==> src/rtl/div_iter.sv <==
// ============================================================================
// Module  : div_iter
// Brief   : 32-bit signed iterative restoring divider, one quotient bit/cycle.
// Rev     : 1.0  initial release
// ============================================================================
`default_nettype none

module div_iter (
  input  logic        clk,
  input  logic        clr,
  input  logic        ctrl_DIV,
  input  logic [31:0] data_operandA,
  input  logic [31:0] data_operandB,
  output logic [31:0] data_result,
  output logic        data_exception,
  output logic        data_resultRDY
);

  localparam logic [1:0] S_IDLE = 2'd0;
  localparam logic [1:0] S_BUSY = 2'd1;
  localparam logic [1:0] S_DONE = 2'd2;

  logic [1:0]  state_q, state_d;
  logic [4:0]  cnt_q, cnt_d;
  logic [31:0] dvd_q, dvd_d;
  logic [31:0] dvs_q, dvs_d;
  logic [31:0] quo_q, quo_d;
  logic [31:0] rem_q, rem_d;
  logic        neg_q, neg_d;
  logic        zero_q, zero_d;
  logic [31:0] result_q, result_d;
  logic        exc_q, exc_d;
  logic        rdy_q, rdy_d;

  logic [31:0] w_a_mag;
  logic [31:0] w_b_mag;
  logic [32:0] w_rem_shift;
  logic        w_fits;
  logic [31:0] w_diff;

  // Unsigned magnitudes: 0x80000000 negates to itself, read as 2^31.
  assign w_a_mag     = data_operandA[31] ? (~data_operandA + 32'd1) : data_operandA;
  assign w_b_mag     = data_operandB[31] ? (~data_operandB + 32'd1) : data_operandB;
  assign w_rem_shift = {rem_q, dvd_q[31]};
  assign w_fits      = (w_rem_shift >= {1'b0, dvs_q});
  assign w_diff      = w_rem_shift[31:0] - dvs_q;

  // State register plus datapath registers.
  always_ff @(posedge clk or posedge clr) begin
    if (clr) begin
      state_q  <= S_IDLE;
      cnt_q    <= 5'd0;
      dvd_q    <= 32'd0;
      dvs_q    <= 32'd0;
      quo_q    <= 32'd0;
      rem_q    <= 32'd0;
      neg_q    <= 1'b0;
      zero_q   <= 1'b0;
      result_q <= 32'd0;
      exc_q    <= 1'b0;
      rdy_q    <= 1'b0;
    end else begin
      state_q  <= state_d;
      cnt_q    <= cnt_d;
      dvd_q    <= dvd_d;
      dvs_q    <= dvs_d;
      quo_q    <= quo_d;
      rem_q    <= rem_d;
      neg_q    <= neg_d;
      zero_q   <= zero_d;
      result_q <= result_d;
      exc_q    <= exc_d;
      rdy_q    <= rdy_d;
    end
  end

  // Next-state logic; a start pulse overrides every state.
  always_comb begin
    state_d = state_q;
    case (state_q)
      S_IDLE:  state_d = S_IDLE;
      S_BUSY:  if (cnt_q == 5'd31) state_d = S_DONE;
      S_DONE:  state_d = S_IDLE;
      default: state_d = S_IDLE;
    endcase
    if (ctrl_DIV) state_d = S_BUSY;
  end

  // Datapath and output logic.
  always_comb begin
    cnt_d    = cnt_q;
    dvd_d    = dvd_q;
    dvs_d    = dvs_q;
    quo_d    = quo_q;
    rem_d    = rem_q;
    neg_d    = neg_q;
    zero_d   = zero_q;
    result_d = result_q;
    exc_d    = exc_q;
    rdy_d    = 1'b0;
    if (ctrl_DIV) begin
      cnt_d  = 5'd0;
      dvd_d  = w_a_mag;
      dvs_d  = w_b_mag;
      quo_d  = 32'd0;
      rem_d  = 32'd0;
      neg_d  = data_operandA[31] ^ data_operandB[31];
      zero_d = (data_operandB == 32'd0);
    end else begin
      case (state_q)
        S_BUSY: begin
          dvd_d = {dvd_q[30:0], 1'b0};
          quo_d = {quo_q[30:0], w_fits};
          rem_d = w_fits ? w_diff : w_rem_shift[31:0];
          if (cnt_q != 5'd31) cnt_d = cnt_q + 5'd1;
        end
        S_DONE: begin
          // A zero divisor leaves an all-ones quotient; report 0 instead.
          if (zero_q)     result_d = 32'd0;
          else if (neg_q) result_d = ~quo_q + 32'd1;
          else            result_d = quo_q;
          exc_d = zero_q;
          rdy_d = 1'b1;
        end
        default: ;
      endcase
    end
  end

  assign data_result    = result_q;
  assign data_exception = exc_q;
  assign data_resultRDY = rdy_q;

endmodule

`default_nettype wire

==> config.mk <==
export PLATFORM = sky130hd
export DESIGN_NAME = div_iter
export DESIGN_NICKNAME = d
export VERILOG_FILES = /design/src/rtl/div_iter.sv
export SDC_FILE = /design/constraint.sdc
export NUM_CORES = 1
export LEC_CHECK = 0
export ABC_AREA = 1
export BUFFER_PORTS_ARGS = -buffer_cell sky130_fd_sc_hd__buf_2
export CORE_ASPECT_RATIO = 0.6
export CORE_MARGIN = 2
export CORE_UTILIZATION = 45
export DETAILED_ROUTE_END_ITERATION = 8
export MAX_ROUTING_LAYER = met4
export PLACE_DENSITY = 0.65
export SKIP_LAST_GASP = 1
export SYNTH_ARGS = -nofsm -noshare
export SYNTH_HDL_FRONTEND = slang
export SYNTH_SLANG_ARGS = --single-unit
==> constraint.sdc <==
create_clock -name clk -period 5.3 [get_ports clk]
set_input_delay 1.06 -clock clk [delete_from_list [all_inputs] [get_ports clk]]
set_output_delay 1.06 -clock clk [all_outputs]
set_load 0.05 [all_outputs]
==> flow_summary.ini, run 1 <==
[global_routing]
antenna_found_initial = 1
gr-total-overflow = 0
grt_pass1_vias = 11010
grt_usage = 0.2712
grt_max_degree = 115
grt_pass1_wl_um = 59460

[worst_setup_path]
crit_path_max_incr_delay_ns = 0.55
path_class = reg -> reg
worstPathMaxFanout = 33
critPathCaptureType = flop
path_common_cell = nand2_1
worstPathRequired_ns = 5.64
worstPathBufferInverterCount = 1
worstPathCellList = ha_1, nand2_1, nand2_1, a211oi_1, nand3_2, nor2_2, buf_4, nand2_2, nand2_1, nand2_1, nand2_1, nand2_1
arrival_ns = 3.62
cp_slowest_cell = nand2_2
startpoint_type = flop
crit_family = simple AND/OR/NAND/NOR gates

[routing]
vias = 11940
drt_iter0_markers = 1292
drt_wl_total_um = 36480
drcViolationCount = 0
final_antenna_net_count = 0
dr.pass1.iters = 8
routedWlPerCell_um = 16.24
via_per_inst = 5.315

[synthesis]
ys_ff_latch = 171
synthCells = 1807
postSynthAreaPerCell_um2 = 6.752
ys.warnings.count = 0
yosys.cell_types.count = 48
ys_seq_area_frac = 0.3507
synthesis.area_um2 = 12200
synth_nets = 1912

[sta]
fin_tns_setup_ns = 0
slew_headroom = 0.2148
drv_slew = 0
period_needed_ns = 3.271
fmax_ghz = 0.3057
fin_crit_sh = 0.6172
setup_viol = 0
worst_slew_pin_slew_ns = 1.175
finClkSkew_ns = 0.01400
finalHoldViolCount = 0
rsz0062_at_grt = no

[die]
rows = 46
dieArea_um2 = 28490
start_util = 0.4598
die_y_um = 131.5
io_pins = 101
core_um2 = 26530
die_w_um = 216.6

[pwr]
max-vdd-ir-drop_uv = 226.7
powerDensity_nw_per_um2 = 355.6
switching_share = 0.4137
switching_power_w = 0.001989
intPower_w = 0.002820
p_clk_frac = 0.264
p_seq_frac = 0.325
power.combinational.fraction = 0.411
leakage_nw = 7.356

[cells_and_area]
fin_nets = 1979
layout-drive-gt1-share = 0.1060
multi_input_area_um2 = 6629
regArea_um2 = 4279
final_util = 0.5097
fillCellCount = 2673
syn2layout_area_growth_pct = 10.84
final_cells = 2247

[clock_network]
clk_latency_ns = 0.45
cts_tree = built
clkTransAtPathRegs_ns = 0.07
clkSinkCount = 171
ctsLongestPathBuffers = 2
htreeDepth = 4
cts_buffers = 17
clock-root-buffer = clkbuf_16
cts_setup_buffers = 0
postCtsResizedCells = 0
ctsHoldBuffers = 0

[placed_design]
dp_hpwl_um = 27310
place.gp.congestion = 0.9648
place_inst = 2215
numPortBuffers = 100

[min_path]
hp-class = reg -> reg

[job]
maxCapViolations = 0

[status]
status = finished, final reports clean
logic make-up after synthesis:
family / after synthesis / synth area share
AOI/OAI and AO/OA: 227 / 0.1085
adders and majority gates: 38 / 0.03959
xor gates and xnor gates: 43 / 0.03087
DFF: 171 / 0.3507
and+or+nand+nor: 999 / 0.3640
buffers and inverters: 329 / 0.1063
cell usage after synthesis (all sizes together):
library cell | n | area share
nand2 | 570 | 0.18
o31ai | 1 | 0.00062
inv | 267 | 0.082
a211oi | 1 | 0.00062
ha | 37 | 0.038
and2 | 3 | 0.0015
nor4 | 4 | 0.0021
o2111ai | 2 | 0.0014
o21bai | 8 | 0.0049
xor2 | 24 | 0.017
o21a | 1 | 0.00062
nand3b | 34 | 0.027
xnor2 | 19 | 0.014
a31oi | 1 | 0.00051
a31o | 2 | 0.0014
nand4 | 28 | 0.014
nor3 | 19 | 0.0096
a21o | 2 | 0.0012
o221ai | 11 | 0.0079
o211ai | 13 | 0.0080
a32o | 2 | 0.0016
a21oi | 51 | 0.021
fa | 1 | 0.0016
or2 | 3 | 0.0015
dfrtp | 171 | 0.35
nor2 | 158 | 0.054
buf | 24 | 0.013
o41ai | 1 | 0.00072
clkinv | 2 | 0.00062
a21boi | 1 | 0.00062
clkbuf | 36 | 0.011
nand3 | 180 | 0.076
o22ai | 39 | 0.020
o21ai | 91 | 0.037
cells in the final DEF (no fill, tap or decap), types with 14 or more instances in the layout:
cell type	count
xor2_1	24
o21ai_0	80
o22ai_1	39
nor2_2	14
nand3_1	175
inv_1	258
nand3b_1	16
ha_1	37
xnor2_1	19
nor2_1	140
nand4_1	28
nand2_1	562
a21oi_1	51
buf_2	100
dfrtp_1	171
nor3_1	17
clkbuf_16	17
nand3b_2	17
flip-flops by register name, summed over array words and instances (netlist names), 2 cells and up:
register     flops
cnt_q            5
data_result     32
dvd_q           32
dvs_q           32
quo_q           32
rem_q           32
state_q          2
power by group through the flow:
stage | Sequential, W | Combinational, W | Clock (W)
finish | 0.00156 | 0.00197 | 0.00127
global route | 0.00158 | 0.00221 | 0.00134
floorplan | 0.00166 | 0.00140 | 0
CTS | 0.00156 | 0.00195 | 0.00129
global placement | 0.00158 | 0.00192 | 0
detailed placement | 0.00158 | 0.00194 | 0
area by class of cell:
class / count / area share
inverters: 269 / 0.07494
flip-flops and latches: 171 / 0.3164
well taps: 360 / 0.03331
multi-input cells: 1307 / 0.4902
repair buffers: 108 / 0.04238
clock inverters: 9 / 0.008235
clock buffers: 22 / 0.03433
diodes: 1 / 0.0001850
final timing paths:
kind,start,endpoint,slack [ns],depth (start not counted)
max,rem_q[29],rem_q[27],2.03,12
min reg2reg,data_result[12],data_result[12],0.48,2
max reg2reg,rem_q[29],rem_q[27],2.03,12
max in group asynchronous,clr,data_result[22],3.90,3
min,data_result[12],data_result[12],0.48,2
min in group asynchronous,clr,dvd_q[8],0.49,2
worst reg2reg max path, stage by stage (launching register included):
cell	delay [ns]
dfrtp_1	0.40
ha_1	0.39
nand2_1	0.09
nand2_1	0.08
a211oi_1	0.38
nand3_2	0.12
nor2_2	0.09
buf_4	0.42
nand2_2	0.59
nand2_1	0.40
nand2_1	0.09
nand2_1	0.06
nand2_1	0.05
through the flow:
stage	power, W	setup slack [ns]	instance area [µm²]	hold slack [ns]
floorplan	0.003069	2.057	12200	0.4489
global placement	0.003503	1.602	12940	0.4609
detailed placement	0.003525	1.574	12940	0.4606
CTS	0.004800	2.043	13520	0.4787
global route	0.005140	1.727	13520	0.4806
finish	0.004809	2.029	13520	0.4775
routing by layer:
metal | track usage | vias to the layer above | part of all wire
li1 | - | 5957 | -
met1 | 0.4322 | 5499 | 0.53
met2 | 0.3378 | 457 | 0.37
met3 | 0.06273 | 29 | 0.088
met4 | 0.05289 | 0 | 0.0089
met5 | - | - | 0
No activity file was read; power rests on OpenSTA's default activity.
==> run 2, diff against run 1 <==
Clock period 5.3 ns to 2.99 ns, I/O delays scaled along.
==> run 2 against run 1 <==
Against the previous run: first-iteration DRC count grew 7.1%; maximum frequency grew 29%; clock power grew 99%; critical endpoint is now rem_q[15]; cell count grew 0.58%; register-to-register slack lost 1.6 ns; sequential power grew 78%; sequential share of layout area shrank 0.49 points; power grew 85%; worst hold slack lost 0.35 ns; global-route usage grew 0.25 points; critical path depth grew 1; sequential cell count is the same.
==> flow_summary.ini, run 2 (synthesis results as in run 1) <==
[status]
status = finished, final reports clean

[pwr]
switching_power_w = 0.003655
intPower_w = 0.005245
leakage_nw = 7.480
max-vdd-ir-drop_uv = 384.5
power.combinational.fraction = 0.405
design_power_total_w = 0.008900
p_clk_frac = 0.284
powerDensity_nw_per_um2 = 648.0
switching_share = 0.4107
p_seq_frac = 0.311

[worst_setup_path]
critPathCaptureType = flop
worstPathRequired_ns = 3.33
path_class = reg -> reg
path_common_cell = nand2_1
crit_family = simple AND/OR/NAND/NOR gates
arrival_ns = 2.88
crit_path_max_incr_delay_ns = 0.41
startpoint_type = flop
worstPathCellList = ha_1, nand2_1, nor2_1, inv_1, nor2_1, nand3_1, nand3_2, nor2_2, nand2_2, buf_12, nand2_1, nand3_1, nand2_1
cp_slowest_cell = dfrtp_1
worstPathBufferInverterCount = 2
worstPathMaxFanout = 23

[routing]
vias = 12100
via_per_inst = 5.355
drcViolationCount = 0
dr.pass1.iters = 5
routedWlPerCell_um = 16.49
drt_wl_total_um = 37270
drt_iter0_markers = 1384
final_antenna_net_count = 0

[cells_and_area]
multi_input_area_um2 = 6629
antenna_cells = 0
syn2layout_area_growth_pct = 12.58
fin_nets = 1992
final_cells = 2260
regArea_um2 = 4279
final_util = 0.5177
fillCellCount = 2633
mostFrequentLayoutCells = nand2_1, inv_1, nand3_1
final_common_cell = nand2_1
layout-drive-gt1-share = 0.1142

[clock_network]
clkTransAtPathRegs_ns = 0.08
clock-root-buffer = clkbuf_16
clkSinkCount = 171
cts_tree = built
htreeDepth = 4
cts_setup_buffers = 0
ctsLongestPathBuffers = 2
ctsHoldBuffers = 0
postCtsResizedCells = 0
clk_latency_ns = 0.46
cts_buffers = 17

[sta]
worst_slew_pin_slew_ns = 0.7191
whs_ns = 0.1263
setup_viol = 0
fin_crit_sh = 0.8499
slew_headroom = 0.5206
finalHoldViolCount = 0
fin_tns_setup_ns = 0
drv_slew = 0
fmax_ghz = 0.3935
period_needed_ns = 2.541
rsz0062_at_grt = no
finClkSkew_ns = 0.01345

[die]
die_w_um = 216.6
rows = 46
core_um2 = 26530
die_y_um = 131.5
io_pins = 101
start_util = 0.4598
dieArea_um2 = 28490

[global_routing]
gr-total-overflow = 0
antenna_found_initial = 0
grt_usage = 0.2737
grt_pass1_wl_um = 60040
grt_max_degree = 82
grt_pass1_vias = 10780

[placed_design]
place_inst = 2228
place.gp.congestion = 1.000
dp_hpwl_um = 28060
numPortBuffers = 100

[job]
maxCapViolations = 0

[min_path]
hp-class = in -> async
==> run 2: worst register-to-register path: cells and delay by family (launching register included) <==
kind          cells  cell delay [ns]
flops             1             0.41
fa+ha+maj         1             0.38
buf+inv           2             0.32
simple gates     10             1.31
==> run 2: worst paths after layout <==
kind	startpoint	to	slack, ns	cells past startpoint
setup / recovery	rem_q[3]	rem_q[15]	0.45	13
hold / removal	clr	dvd_q[7]	0.13	2
setup reg to reg	rem_q[3]	rem_q[15]	0.45	13
hold reg to reg	data_result[19]	data_result[19]	0.48	2
max in group asynchronous	clr	rem_q[0]	2.10	3
min in group clk	data_operandA[28]	dvd_q[28]	0.41	3
==> run 2: power by group through the flow <==
| stage | clock (W) | combinational [W] | sequential (W) |
|---|---|---|---|
| after floorplan | 0 | 0.00249 | 0.00295 |
| after global placement | 0 | 0.00350 | 0.00280 |
| after detailed placement | 0 | 0.00353 | 0.00280 |
| after CTS | 0.00255 | 0.00355 | 0.00277 |
| after global routing | 0.00265 | 0.00399 | 0.00281 |
| final | 0.00253 | 0.00360 | 0.00277 |
==> run 2: metrics by stage <==
stage	cell area [µm²]	setup slack, ns
after floorplan	12200	0.2093
after detailed placement	13080	0.4328
final	13740	0.4488
after global routing	13740	0.2596
after global placement	13080	0.4367
after CTS	13740	0.5115
==> run 2: layout make-up <==
| type | instances | area share |
|---|---|---|
| Clock buffer | 19 | 0.03297 |
| Clock inverter | 13 | 0.01476 |
| Inverter | 269 | 0.07378 |
| Multi-Input combinational cell | 1307 | 0.4826 |
| Sequential cell | 171 | 0.3115 |
| Tap cell | 360 | 0.03279 |
| Timing Repair Buffer | 121 | 0.05156 |
==> run 2: layer usage <==
layer	vias up	track usage	share of wire
li1	5982	-	-
met1	5617	0.4441	0.53
met2	480	0.3408	0.37
met3	24	0.05139	0.083
met4	0	0.05289	0.010
met5	-	-	0
==> run 3, diff against run 2 <==
Settings changed: ABC_AREA 1 to 0, PLACE_DENSITY 0.65 to unset.
Clock period 2.99 ns to 2.6 ns, I/O delays scaled along.
==> run 3 against run 2 <==
Against the previous run: the flow now finishes with violations (negative setup slack); clock power about the same; sequential cell count unchanged; setup slack got worse by 1.3 ns; largest cell class unchanged.
==> flow_summary.ini, run 3 <==
[routing]
dr.pass1.iters = 7
final_antenna_net_count = 0
drt_iter0_markers = 671
drcViolationCount = 0
drt_wl_total_um = 31320
routedWlPerCell_um = 16.58
via_per_inst = 5.364
vias = 10130

[synthesis]
yosys.cell_types.count = 60
synth_top_flop_cell = dfrtp_1
async_reset_ff_frac = 1.000
synth_most_common_cell = dfrtp_1
synth_largest_area_cell = dfrtp_1
ys_seq_area_frac = 0.3991
synth_top_area_frac = 0.3991
synthCells = 1249
yosys-top-cells-area = dfrtp_1, nand2_1, xor2_1, a21oi_1, o21ai_0
ys.warnings.count = 0
postSynthAreaPerCell_um2 = 8.584
synthesis.area_um2 = 10720
ys_ff_latch = 171
synth_common_cells = dfrtp_1, nand2_1, a21oi_1
synth_edf_count = 0
synth_nets = 1354

[worst_setup_path]
rr_startpoint = quo_q[6]
critPathCaptureType = flop
worstPathRequired_ns = 2.94
worstPathMaxFanout = 5
arrival_ns = 3.80
ff2ff_setup_slack_ns = -0.86
crit_path_max_incr_delay_ns = 0.55
cp_slowest_cell = or4_4
worstPathBufferInverterCount = 0
path_class = reg -> reg
worstPathCellList = or4_4, or4_4, or4_4, or4_4, or4_4, o41ai_4, xor2_1, o31ai_1
path_common_cell = or4_4
reg2reg_to = data_result[29]
reg2reg_depth = 8
startpoint_type = flop
crit_family = simple AND/OR/NAND/NOR gates

[placed_design]
numPortBuffers = 100
post_dp_cell_area_um2 = 13600
place.gp.congestion = 0.9169
place_ws_ns = -0.8590
dp_hpwl_um = 22050

[clock_network]
clkSinkCount = 171
clkTransAtPathRegs_ns = 0.07
cts_tree = built
htreeDepth = 4
clock-root-buffer = clkbuf_16
clk_latency_ns = 0.44
cts_buffers = 17
ctsLongestPathBuffers = 2

[die]
die_y_um = 123.6
die_w_um = 203.3
start_util = 0.4613
core_um2 = 23240
rows = 43
dieArea_um2 = 25120
io_pins = 101

[cells_and_area]
mostFrequentLayoutCells = buf_4, dfrtp_1, nand2_1
design_area_um2 = 15300
antenna_cells = 0
syn2layout_area_growth_pct = 42.75
final_common_cell = buf_4
layout-drive-gt1-share = 0.3621
fin_nets = 1667

[global_routing]
grt_usage = 0.2631
grt_pass1_wl_um = 50560
grt_pass1_vias = 9374
grt_max_degree = 181
gr-total-overflow = 0
antenna_found_initial = 0

[pwr]
max-vdd-ir-drop_uv = 497.2
leakage_nw = 7.118
switching_power_w = 0.001868
powerDensity_nw_per_um2 = 434.1
switching_share = 0.2812
power.combinational.fraction = 0.187
p_seq_frac = 0.434
intPower_w = 0.004776
p_clk_frac = 0.379

[sta]
fmax_ghz = 0.2891
finalHoldViolCount = 0
setup_viol = 60
rsz0062_at_grt = yes
fin_crit_sh = 1.330
finClkSkew_ns = 0.01349
worst_slack_ns = -0.8585
drv_slew = 0
slew_headroom = 0.4608
period_needed_ns = 3.458
worst_slew_pin_slew_ns = 0.8089

[min_path]
hp-class = in -> async

[status]
status = complete, but fails checks
violations = negative setup slack

[job]
maxCapViolations = 0
[run 3: kinds of logic (layout without fill, tap and decap cells)]
| group | Yosys count | after routing | synth area share |
|---|---|---|---|
| flops | 171 | 171 | 0.3991 |
| fa+ha+maj | 38 | 38 | 0.04505 |
| simple gates | 414 | 414 | 0.1796 |
| compound gates | 353 | 353 | 0.2024 |
| mux | 40 | 40 | 0.03781 |
| xor+xnor | 113 | 113 | 0.09231 |
| buf+inv | 120 | 445 | 0.04376 |
[run 3: repair_timing]
| item | in CTS | in global routing |
|---|---|---|
| endpoints found under the setup margin | 62 | 72 |
| gates resized for setup | 106 | 69 |
| cloned | 3 | 2 |
| buffers inserted | 21 | 13 |
| hold buffers | 0 | 0 |
| pin swaps | 49 | 57 |
[run 3: worst max path at each step]
stage	startpoint	endpoint	slack [ns]	cells after the start
floorplan	quo_q[6]	data_result[26]	-0.81	8
global placement	quo_q[6]	data_result[28]	-0.81	9
detailed placement	quo_q[6]	data_result[29]	-0.86	8
CTS	quo_q[6]	data_result[25]	-0.86	8
global route	quo_q[6]	data_result[29]	-0.97	8
finish	quo_q[6]	data_result[29]	-0.86	8
[run 3: power by group through the flow]
stage          logic [W]  clock network, W  registers, W
2_1_floorplan   0.000628                 0       0.00289
3_3_place_gp     0.00110                 0       0.00292
3_5_place_dp     0.00111                 0       0.00292
4_1_cts          0.00119           0.00257       0.00288
5_1_grt          0.00136           0.00269       0.00290
6_report         0.00124           0.00252       0.00288
[run 3: metal layers]
| layer | vias up | part of all wire | GRT usage | wire [µm] |
|---|---|---|---|---|
| li1 | 5044 | - | - | - |
| met1 | 4805 | 0.54 | 0.4125 | 16800 |
| met2 | 268 | 0.39 | 0.3432 | 12280 |
| met3 | 15 | 0.066 | 0.05746 | 2061 |
| met4 | 0 | 0.0056 | 0.04060 | 176 |
| met5 | - | 0 | - | 0 |
[run 3: layout make-up]
class / instances / area [µm²]
repair buffers: 364 / 2819
well taps: 315 / 394.1
fillers: 1887 / 7938
multi-input cells: 958 / 7043
clock inverters: 8 / 85.08
flip-flops and latches: 171 / 4284
clock buffers: 23 / 488.0
inverters: 50 / 191.4
[run 3: per-stage QoR]
step                total power [W]  instances    util  hold slack [ns]  TNS [ns]
global placement           0.004016       1824  0.5849           0.4588    -34.85
finish                     0.006644       1889  0.6585           0.2071    -23.00
floorplan                  0.003519       1249       -           0.4849    -33.14
global route               0.006945       1889  0.6585           0.2461    -28.73
detailed placement         0.004030       1824  0.5849           0.4666    -36.60
CTS                        0.006637       1877  0.6415           0.2150    -19.77
